### src/rtl/proc_io_pkg.sv
// Shared types for the processor I/O link: command opcodes, interrupt FSM states
// and the command FIFO entry layout.
package proc_io_pkg;

  localparam int unsigned DATA_W = 32;

  typedef enum logic [1:0] {
    CMD_SND = 2'd0,
    CMD_SAC = 2'd1,
    CMD_UAD = 2'd2,
    CMD_PPU = 2'd3
  } cmd_op_t;

  typedef enum logic [1:0] {
    IDLE = 2'd0,
    KEY  = 2'd1,
    ETH  = 2'd2,
    GAP  = 2'd3
  } irq_state_t;

  typedef struct packed {
    cmd_op_t            op;
    logic [DATA_W-1:0]  data;
  } cmd_entry_t;

  localparam int unsigned CMD_W = $bits(cmd_entry_t);

endpackage

### src/rtl/io_cmd_fifo.sv
// Synchronous first-word-fall-through FIFO; a push into a full FIFO is accepted
// only when a pop frees a slot in the same cycle.
module io_cmd_fifo #(
  parameter int unsigned DEPTH = 8,
  parameter int unsigned WIDTH = 34
) (
  input  logic             clk,
  input  logic             rst,
  input  logic             push,
  input  logic [WIDTH-1:0] push_data,
  input  logic             pop,
  output logic             valid,
  output logic [WIDTH-1:0] head_data,
  output logic             push_drop_c
);

  localparam int unsigned PTR_W = $clog2(DEPTH);
  localparam int unsigned CNT_W = PTR_W + 1;

  logic [WIDTH-1:0] mem [DEPTH];
  logic [PTR_W-1:0] wr_ptr_q;
  logic [PTR_W-1:0] rd_ptr_q;
  logic [CNT_W-1:0] count_q;
  logic [CNT_W-1:0] count_d;
  logic             full;
  logic             do_pop;
  logic             do_push;

  assign full        = (count_q == CNT_W'(DEPTH));
  assign do_pop      = pop && valid;
  assign do_push     = push && (!full || do_pop);
  assign push_drop_c = push && !do_push;
  assign count_d     = count_q + CNT_W'(do_push) - CNT_W'(do_pop);
  assign head_data   = valid ? mem[rd_ptr_q] : '0;

  always_ff @(posedge clk) begin
    if (rst) begin
      wr_ptr_q <= '0;
      rd_ptr_q <= '0;
      count_q  <= '0;
      valid    <= 1'b0;
    end else begin
      if (do_push) wr_ptr_q <= wr_ptr_q + PTR_W'(1);
      if (do_pop)  rd_ptr_q <= rd_ptr_q + PTR_W'(1);
      count_q <= count_d;
      valid   <= (count_d != '0);
    end
  end

  // Storage needs no reset: the head is masked while the FIFO is empty.
  always_ff @(posedge clk) begin
    if (do_push) mem[wr_ptr_q] <= push_data;
  end

endmodule

### src/rtl/proc_io_link.sv
// Device-side I/O endpoint: outbound command queue from processor strobes and
// inbound keyboard/Ethernet events presented as acknowledged level interrupts.
module proc_io_link
  import proc_io_pkg::*;
#(
  parameter int unsigned CMD_DEPTH = 8
) (
  input  logic              clk,
  input  logic              rst,
  input  logic              snd,
  input  logic              sac,
  input  logic              uad,
  input  logic              ppu_send,
  input  logic [DATA_W-1:0] interface_data,
  output logic              cmd_valid,
  input  logic              cmd_ready,
  output cmd_op_t           cmd_op,
  output logic [DATA_W-1:0] cmd_data,
  output logic              cmd_overflow,
  output logic              cmd_collision,
  input  logic              key_evt,
  input  logic [DATA_W-1:0] key_code,
  input  logic              eth_evt,
  input  logic [DATA_W-1:0] eth_data,
  input  logic              int_ack,
  output logic              interrupt_key,
  output logic              interrupt_eth,
  output logic [DATA_W-1:0] interrupt_source_data,
  output logic              evt_dropped
);

  cmd_entry_t        push_entry;
  cmd_entry_t        head_entry;
  logic              cmd_push;
  logic              multi_strobe;
  logic              push_drop_c;

  logic              key_pend_q;
  logic              eth_pend_q;
  logic [DATA_W-1:0] key_data_q;
  logic [DATA_W-1:0] eth_data_q;
  logic              key_clr;
  logic              eth_clr;

  irq_state_t        state_q;
  irq_state_t        state_d;
  logic              irq_key_d;
  logic              irq_eth_d;
  logic [DATA_W-1:0] src_data_d;

  // Strobe encoder: ppu_send > snd > sac > uad
  always_comb begin
    push_entry.op   = CMD_SND;
    push_entry.data = interface_data;
    if (ppu_send)  push_entry.op = CMD_PPU;
    else if (snd)  push_entry.op = CMD_SND;
    else if (sac)  push_entry.op = CMD_SAC;
    else if (uad)  push_entry.op = CMD_UAD;
  end

  assign cmd_push     = snd | sac | uad | ppu_send;
  assign multi_strobe = ($countones({snd, sac, uad, ppu_send}) > 1);

  io_cmd_fifo #(
    .DEPTH (CMD_DEPTH),
    .WIDTH (CMD_W)
  ) u_cmd_fifo (
    .clk         (clk),
    .rst         (rst),
    .push        (cmd_push),
    .push_data   (push_entry),
    .pop         (cmd_ready),
    .valid       (cmd_valid),
    .head_data   (head_entry),
    .push_drop_c (push_drop_c)
  );

  assign cmd_op   = head_entry.op;
  assign cmd_data = head_entry.data;

  always_ff @(posedge clk) begin
    if (rst) begin
      cmd_overflow  <= 1'b0;
      cmd_collision <= 1'b0;
    end else begin
      if (push_drop_c)  cmd_overflow  <= 1'b1;
      if (multi_strobe) cmd_collision <= 1'b1;
    end
  end

  assign key_clr = (state_q == KEY) && int_ack;
  assign eth_clr = (state_q == ETH) && int_ack;

  // Holding registers: a pending payload is never overwritten
  always_ff @(posedge clk) begin
    if (rst) begin
      key_pend_q  <= 1'b0;
      eth_pend_q  <= 1'b0;
      key_data_q  <= '0;
      eth_data_q  <= '0;
      evt_dropped <= 1'b0;
    end else begin
      if (key_evt) begin
        if (!key_pend_q || key_clr) begin
          key_pend_q <= 1'b1;
          key_data_q <= key_code;
        end else begin
          evt_dropped <= 1'b1;
        end
      end else if (key_clr) begin
        key_pend_q <= 1'b0;
      end
      if (eth_evt) begin
        if (!eth_pend_q || eth_clr) begin
          eth_pend_q <= 1'b1;
          eth_data_q <= eth_data;
        end else begin
          evt_dropped <= 1'b1;
        end
      end else if (eth_clr) begin
        eth_pend_q <= 1'b0;
      end
    end
  end

  always_ff @(posedge clk) begin
    if (rst) begin
      state_q               <= IDLE;
      interrupt_key         <= 1'b0;
      interrupt_eth         <= 1'b0;
      interrupt_source_data <= '0;
    end else begin
      state_q               <= state_d;
      interrupt_key         <= irq_key_d;
      interrupt_eth         <= irq_eth_d;
      interrupt_source_data <= src_data_d;
    end
  end

  // Outputs follow the next state so they are registered alongside it
  always_comb begin
    state_d    = state_q;
    irq_key_d  = 1'b0;
    irq_eth_d  = 1'b0;
    src_data_d = '0;
    unique case (state_q)
      IDLE: begin
        if (key_pend_q)      state_d = KEY;
        else if (eth_pend_q) state_d = ETH;
      end
      KEY:     if (int_ack) state_d = GAP;
      ETH:     if (int_ack) state_d = GAP;
      GAP:     state_d = IDLE;
      default: state_d = IDLE;
    endcase
    case (state_d)
      KEY: begin
        irq_key_d  = 1'b1;
        src_data_d = key_data_q;
      end
      ETH: begin
        irq_eth_d  = 1'b1;
        src_data_d = eth_data_q;
      end
      default: ;
    endcase
  end

endmodule

### config.mk
export PLATFORM = sky130hd
export DESIGN_NAME = proc_io_link
export DESIGN_NICKNAME = d
export VERILOG_FILES = /design/src/rtl/proc_io_pkg.sv /design/src/rtl/io_cmd_fifo.sv /design/src/rtl/proc_io_link.sv
export SDC_FILE = /design/constraint.sdc
export NUM_CORES = 1
export LEC_CHECK = 0
export ABC_CLOCK_PERIOD_IN_PS = 5250
export CORE_ASPECT_RATIO = 0.8
export CORE_UTILIZATION = 50
export CTS_CLUSTER_DIAMETER = 80
export DETAILED_ROUTE_END_ITERATION = 8
export PLACE_DENSITY = 0.75
export SYNTH_ARGS = -nofsm -noshare
export SYNTH_HDL_FRONTEND = slang
export SYNTH_HIERARCHICAL = 1
export SYNTH_SLANG_ARGS = --single-unit
### constraint.sdc
create_clock -name clk -period 5.25 [get_ports clk]
set_input_delay 1.05 -clock clk [delete_from_list [all_inputs] [get_ports clk]]
set_output_delay 1.05 -clock clk [all_outputs]
set_load 0.1 [all_outputs]
==> results of run 1 <==
## metrics by stage
| stage | hold slack (ns) | setup slack, ns | utilization [%] | area [um^2] |
|---|---|---|---|---|
| after CTS | 0.473 | 1.23 | 61.4 | 18600 |
| final | 0.471 | 1.34 | 61.4 | 18600 |
| after detailed placement | 0.463 | 1.26 | 57.4 | 17400 |
| after floorplan | 0.448 | -0.458 | - | 15400 |
| after global routing | 0.487 | 1.16 | 61.4 | 18600 |
| after global placement | 0.453 | 1.38 | 57.4 | 17400 |
## metal layers
layer,track usage (%),part of all wire (%)
met1,26.2,42
met2,32.8,48
met3,5.61,8.2
met4,4.76,1.7
met5,0,0
## cell type report
cell class | count | area, um^2
flip-flops and latches | 391 | 10600
multi-input cells | 458 | 4450
fillers | 2196 | 11700
repair buffers | 194 | 1820
clock buffers | 53 | 1080
clock inverters | 17 | 149
inverters | 12 | 45.0
well taps | 413 | 517
## power groups by stage
stage	sequential, mW	clock (mW)	combinational (mW)
final	4.02	2.63	3.15
after global routing	4.07	2.81	3.29
after CTS	4.03	2.69	3.17
after detailed placement	4.09	0	3.16
after global placement	4.07	0	3.13
after floorplan	4.20	0	2.29
## cells in the final DEF (no fill, tap or decap), types with 3 or more instances in the layout
master,n
sky130_fd_sc_hd__edfxtp_1,272
sky130_fd_sc_hd__clkdlybuf4s50_1,142
sky130_fd_sc_hd__nand2b_1,131
sky130_fd_sc_hd__dfxtp_1,117
sky130_fd_sc_hd__mux4_2,68
sky130_fd_sc_hd__mux2i_1,65
sky130_fd_sc_hd__buf_4,51
sky130_fd_sc_hd__nor2_1,48
sky130_fd_sc_hd__clkbuf_16,39
sky130_fd_sc_hd__a22o_1,34
sky130_fd_sc_hd__a22oi_1,32
sky130_fd_sc_hd__ha_1,14
sky130_fd_sc_hd__inv_1,12
sky130_fd_sc_hd__clkbuf_1,9
sky130_fd_sc_hd__clkinv_1,6
sky130_fd_sc_hd__nand2_1,5
sky130_fd_sc_hd__a211oi_1,5
sky130_fd_sc_hd__nor2b_1,5
sky130_fd_sc_hd__clkinv_2,5
sky130_fd_sc_hd__clkbuf_8,5
sky130_fd_sc_hd__nor4b_2,4
sky130_fd_sc_hd__or2_2,3
sky130_fd_sc_hd__nand3_1,3
sky130_fd_sc_hd__a21oi_1,3
## cell families (layout without fill, tap and decap cells)
family / count (synthesis) / in the layout / synth area share, %
muxes: 135 / 135 / 14.3
buffers and inverters: 72 / 276 / 2.95
adders and majority gates: 16 / 16 / 1.40
xor gates and xnor gates: 3 / 3 / 0.171
DFF: 391 / 391 / 68.6
and+or+nand+nor: 213 / 213 / 7.88
AOI/OAI and AO/OA: 91 / 91 / 4.70
## state kept, by name, summed over array words and instances (netlist names), named ones only
register               flops
interrupt_source_data     32
u_cmd_fifo/mem           272
interrupt_eth              1
key_pend_q                 1
key_data_q                32
u_cmd_fifo/valid           1
state_q                    2
cmd_collision              1
u_cmd_fifo/wr_ptr_q        3
eth_pend_q                 1
u_cmd_fifo/rd_ptr_q        3
interrupt_key              1
evt_dropped                1
u_cmd_fifo/count_q         4
eth_data_q                32
cmd_overflow               1
## critical path: stages (launching register included)
cell and delay (ns):
sky130_fd_sc_hd__dfxtp_4 0.91, sky130_fd_sc_hd__buf_12 0.33, sky130_fd_sc_hd__mux4_2 0.57, sky130_fd_sc_hd__a22o_1 0.26, sky130_fd_sc_hd__buf_4 0.23
## worst max path at each step
stage,startpoint,to,slack (ns),depth (start not counted)
finish,flip-flop,cmd_data[24],1.34,4
floorplan,snd,u_cmd_fifo/mem[2][0],-0.46,5
global route,flip-flop,cmd_data[24],1.16,4
global placement,snd,u_cmd_fifo/valid,1.38,12
detailed placement,snd,u_cmd_fifo/valid,1.26,12
CTS,flip-flop,cmd_data[24],1.23,4
==> flow_summary_export.csv, run 1 <==
group,metric,value,unit
routing,first_iter_violations,607,
timing,fmaxAchievable,256,MHz
synthesis,netlist_area,15400,um^2
routing,final_antenna_net_count,0,
global_route,grt_max_degree,107,
power,swShare,36.0,%
floorplan,die-height,159,um
clocking,cts.hold.buffers_added,0,
power,max-vdd-ir-drop,0.272,mV
clocking,cts_max_level,2,
routing,drc,0,
power,power,9.80,mW
timing,worst_pin_slew,1.06,ns
clocking,postCtsSetupRepairBufs,0,
finish,nets,1218,
timing,skew,0.0126,ns
global_route,grt_antenna_before_repair,1,
placed_design,numPortBuffers,177,
timing,rsz_0062_raised_after_global_routing,"false",
global_route,number_of_global_route_vias_before_repair,8494,
setup_path,critical_path_required,4.20,ns
placed_design,place_hpwl,17700,um
floorplan,core_area,30300,um^2
setup_path,regToRegSetupSlack,2.59,ns
synthesis,yosys_warnings,6,
synthesis,number_of_enable_flip_flop_cells_after_synthesis,272,
status,status,"completed",
global_route,track_usage,19.9,%
synthesis,yosys-top-cells-area,"sky130_fd_sc_hd__edfxtp_1 (53%), sky130_fd_sc_hd__dfxtp_1 (15%), sky130_fd_sc_hd__mux4_2 (10%)",
setup_path,worstRegToRegCells,9,
setup_path,crit_path_max_fanout,42,
timing,slew_headroom,29.3,%
placed_design,numPlacedInstances,1468,
power,power_report.internal_total,6.27,mW
global_route,grt_first_pass_wirelength,48000,um
clocking,cts_made_buffers,39,
finish,post_synthesis_to_final_layout_area_growth,21.0,%
synthesis,synthDistinctLibCells,47,
clocking,cts_tree,"done",
job,max_cap_violations,0,
synthesis,synth_largest_type_area_fraction,53.1,%
floorplan,floorplan.io_pins,178,
timing,report.final.hold_viol_count,0,
worst_hold_path,worst_hold_path.endpoint,"key_data_q[3]",
setup_path,cp_data_arrival_time,2.86,ns
setup_path,critical_path_class,"flip-flop to primary output",
setup_path,critical_path.endpoint_type,"primary output",
synthesis,synth.most_common_cell,"sky130_fd_sc_hd__edfxtp_1",
floorplan,start_util,50.8,%
power,power-per-cell-area,527,nW/um^2
clocking,clkSinkCount,391,
setup_path,r2r_start,"u_cmd_fifo/valid",
power,register_share_of_total_power,41.1,%
synthesis,synth_async_sr_flop_share,0,%
worst_hold_path,hold_path_class,"flip-flop to flip-flop",
synthesis,synth-seq-cells,391,
floorplan,die_area,31500,um^2
worst_hold_path,min_delay_path_depth,2,
routing,routed_wirelength,31100,um
placed_design,gpl.final_weighted_congestion,0.764,
global_route,grt_residual_overflow,0,
clocking,post_cts.resized_instances,0,
routing,firstDrtPassIters,5,
routing,routed_via_density,5.40,
finish,insertedDiodeCount,0,
floorplan,placementRows,57,
synthesis,syn-mean-instance-area,16.7,um^2
clocking,insertion_delay,0.54,ns
power,leakage,6.35,nW
clocking,root_buffer,"sky130_fd_sc_hd__clkbuf_16",
setup_path,critical_path.startpoint_type,"flip-flop",
clocking,clock_path_buffers,3,
finish,instances_no_fill,1538,
power,p_comb_share,32.1,%
synthesis,synth_seq_area_share,68.6,%
floorplan,chipWidth,198,um
timing,final-setup-viol-count,0,
worst_hold_path,worst_hold_startpoint,"key_data_q[3]",
timing,layout_worst_path_cycle_share,74.5,%
timing,drv_slew,0,
power,switchingPower,3.53,mW
synthesis,synth_top_cells_by_count,"sky130_fd_sc_hd__edfxtp_1 (272), sky130_fd_sc_hd__nand2b_1 (131), sky130_fd_sc_hd__dfxtp_1 (119)",
timing,finalCriticalPeriod,3.91,ns
timing,tns,0,ns
synthesis,netlist_instances,921,
routing,dr_total_vias,8305,
clocking,cts.clk_slew.worst_paths,0.06,ns
setup_path,rr_endpoint,"u_cmd_fifo/valid",
synthesis,yosysTopAreaCell,"sky130_fd_sc_hd__edfxtp_1",
power,clock_power_share,26.8,%
synthesis,ys.flop_type,"sky130_fd_sc_hd__edfxtp_1",
synthesis,synthesis.nets,1043,
finish,layout-drive-gt1-share,17.5,%
routing,avgRoutedWirePerCell,20.2,um
Note: power is estimated with default switching activity, not from simulation.
==> inputs of run 2 (changes only) <==
- ABC_CLOCK_PERIOD_IN_PS: 5250 -> 3650
- CORE_UTILIZATION: 50 -> 56
- PLACE_DENSITY: 0.75 -> 0.8
- clock period: 5.25 -> 3.65 ns (I/O delays scaled with it)
==> run 2 against run 1 <==
  * Routed wire length rose by 7.3%
  * Die area shrank 11%
  * Flip-flop and latch count is the same
  * Clock power rose by 51%
  * Sequential share of layout area shrank 1.8 points
  * Critical path depth is the same
  * Highest routed layer unchanged
==> flow_summary_export.csv, run 2 (same netlist as run 1, synthesis figures left out) <==
group,metric,value,unit
status,status,"completed",
clocking,cts_max_level,2,
finish,layout.cells.most_common,"sky130_fd_sc_hd__edfxtp_1",
clocking,clock_path_buffers,3,
timing,slew_headroom,30.4,%
global_route,grt_residual_overflow,0,
clocking,postCtsSetupRepairBufs,0,
worst_hold_path,hold_path_class,"flip-flop to flip-flop",
finish,final_cell_area,19200,um^2
floorplan,floorplan.io_pins,178,
power,clock_power_share,26.2,%
routing,routed_via_density,5.72,
finish,regArea,10600,um^2
timing,layout_worst_path_cycle_share,90.0,%
routing,avgRoutedWirePerCell,22.4,um
finish,largest_reg_flops,272,
clocking,clkSinkCount,391,
global_route,grt_max_degree,87,
setup_path,cp_data_arrival_time,2.56,ns
floorplan,die_area,28100,um^2
routing,firstDrtPassIters,5,
floorplan,chipWidth,187,um
routing,first_iter_violations,648,
global_route,grt_antenna_before_repair,2,
clocking,cts_made_buffers,38,
finish,post_synthesis_to_final_layout_area_growth,25.0,%
placed_design,place_hpwl,18700,um
timing,skew,0.0127,ns
global_route,track_usage,23.9,%
floorplan,placementRows,53,
finish,area_occupied_by_multi_input_gates,4500,um^2
finish,top_register,"u_cmd_fifo/mem",
timing,worst_pin_slew,1.04,ns
power,register_share_of_total_power,38.2,%
floorplan,start_util,57.7,%
routing,routed_wirelength,33400,um
setup_path,critical_path_required,2.92,ns
job,max_cap_violations,0,
placed_design,placement_cell_area,18000,um^2
routing,dr_total_vias,8509,
clocking,post_cts.resized_instances,0,
finish,layout.filler_cells,1627,
power,power_report.internal_total,9.86,mW
power,leakage,6.57,nW
global_route,grt_first_pass_wirelength,50600,um
timing,report.final.hold_viol_count,0,
power,power,15.2,mW
finish,mostFrequentLayoutCells,"sky130_fd_sc_hd__edfxtp_1 (272), sky130_fd_sc_hd__clkdlybuf4s50_1 (141), sky130_fd_sc_hd__nand2b_1 (131), sky130_fd_sc_hd__dfxtp_1 (117), sky130_fd_sc_hd__mux4_2 (68)",
routing,drc,0,
finish,nets,1223,
power,p_comb_share,35.5,%
power,power-per-cell-area,788,nW/um^2
timing,final-setup-viol-count,0,
timing,rsz_0062_raised_after_global_routing,"false",
setup_path,critical_path_class,"flip-flop to primary output",
setup_path,critical_path.startpoint_type,"flip-flop",
timing,finalCriticalPeriod,3.29,ns
floorplan,die-height,150,um
global_route,number_of_global_route_vias_before_repair,8707,
placed_design,numPortBuffers,177,
routing,final_antenna_net_count,0,
setup_path,critical_path.endpoint_type,"primary output",
placed_design,gpl.final_weighted_congestion,0.793,
power,swShare,34.9,%
power,switchingPower,5.29,mW
setup_path,regToRegSetupSlack,1.13,ns
finish,layout-drive-gt1-share,17.8,%
clocking,cts.hold.buffers_added,0,
timing,fmaxAchievable,304,MHz
power,max-vdd-ir-drop,0.491,mV
timing,drv_slew,0,
clocking,cts_tree,"done",
clocking,insertion_delay,0.51,ns
floorplan,core_area,26700,um^2
clocking,root_buffer,"sky130_fd_sc_hd__clkbuf_16",
clocking,cts.clk_slew.worst_paths,0.06,ns
setup_path,crit_path_max_fanout,24,
## run 2: cell types whose count changed in the layout (fill, tap and decap cells not counted), sizes merged
cell	change
clkinvlp	-1
clkbuf	-8
inv	+1
bufinv	+5
clkdlybuf4s50	-1
diode	+2
buf	+7
## run 2: area by class of cell
cell class	count	area share, %
Clock buffer	45	5.19
Inverter	12	0.234
Clock inverter	22	1.33
Timing Repair Buffer	200	12.6
Sequential cell	391	54.9
Multi-Input combinational cell	458	23.4
Antenna cell	2	0.0260
Tap cell	357	2.32
## run 2: power by group through the flow
stage / Clock [mW] / Sequential [mW] / Combinational [mW]
global route: 4.19 / 5.85 / 5.58
finish: 3.97 / 5.79 / 5.38
floorplan: 0 / 6.02 / 3.31
detailed placement: 0 / 5.86 / 5.35
CTS: 4.02 / 5.80 / 5.40
global placement: 0 / 5.83 / 5.31
## run 2: final timing paths
path                          from               end  cells after the start
setup / recovery         flip-flop      cmd_data[23]                      4
hold / removal      key_data_q[13]    key_data_q[13]                      2
setup reg to reg  u_cmd_fifo/valid  u_cmd_fifo/valid                     10
hold reg to reg     key_data_q[13]    key_data_q[13]                      2
## run 2: routing by layer
layer	global-route usage, %	routed length (um)
met1	32.4	14000
met3	5.03	2240
met2	39.4	16400
met4	7.21	798
met5	0	0
## run 2: critical path, cell delays in order (launching register included)
cell                      delay (ns)
sky130_fd_sc_hd__dfxtp_4        0.70
sky130_fd_sc_hd__buf_4          0.30
sky130_fd_sc_hd__mux4_2         0.54
sky130_fd_sc_hd__a22o_1         0.30
sky130_fd_sc_hd__buf_12         0.18
## run 2: per-stage QoR
stage                     setup TNS, ns  utilization, %  hold slack [ns]  cells  setup slack (ns)
final                                 0            72.2            0.471   1487             0.364
after global routing                  0            72.1            0.489   1486             0.245
after CTS                             0            72.1            0.474   1485             0.319
after detailed placement              0            67.4            0.462   1418             0.144
after global placement                0            67.4            0.459   1418             0.231
after floorplan                  -99.25               -            0.448    921            -0.720
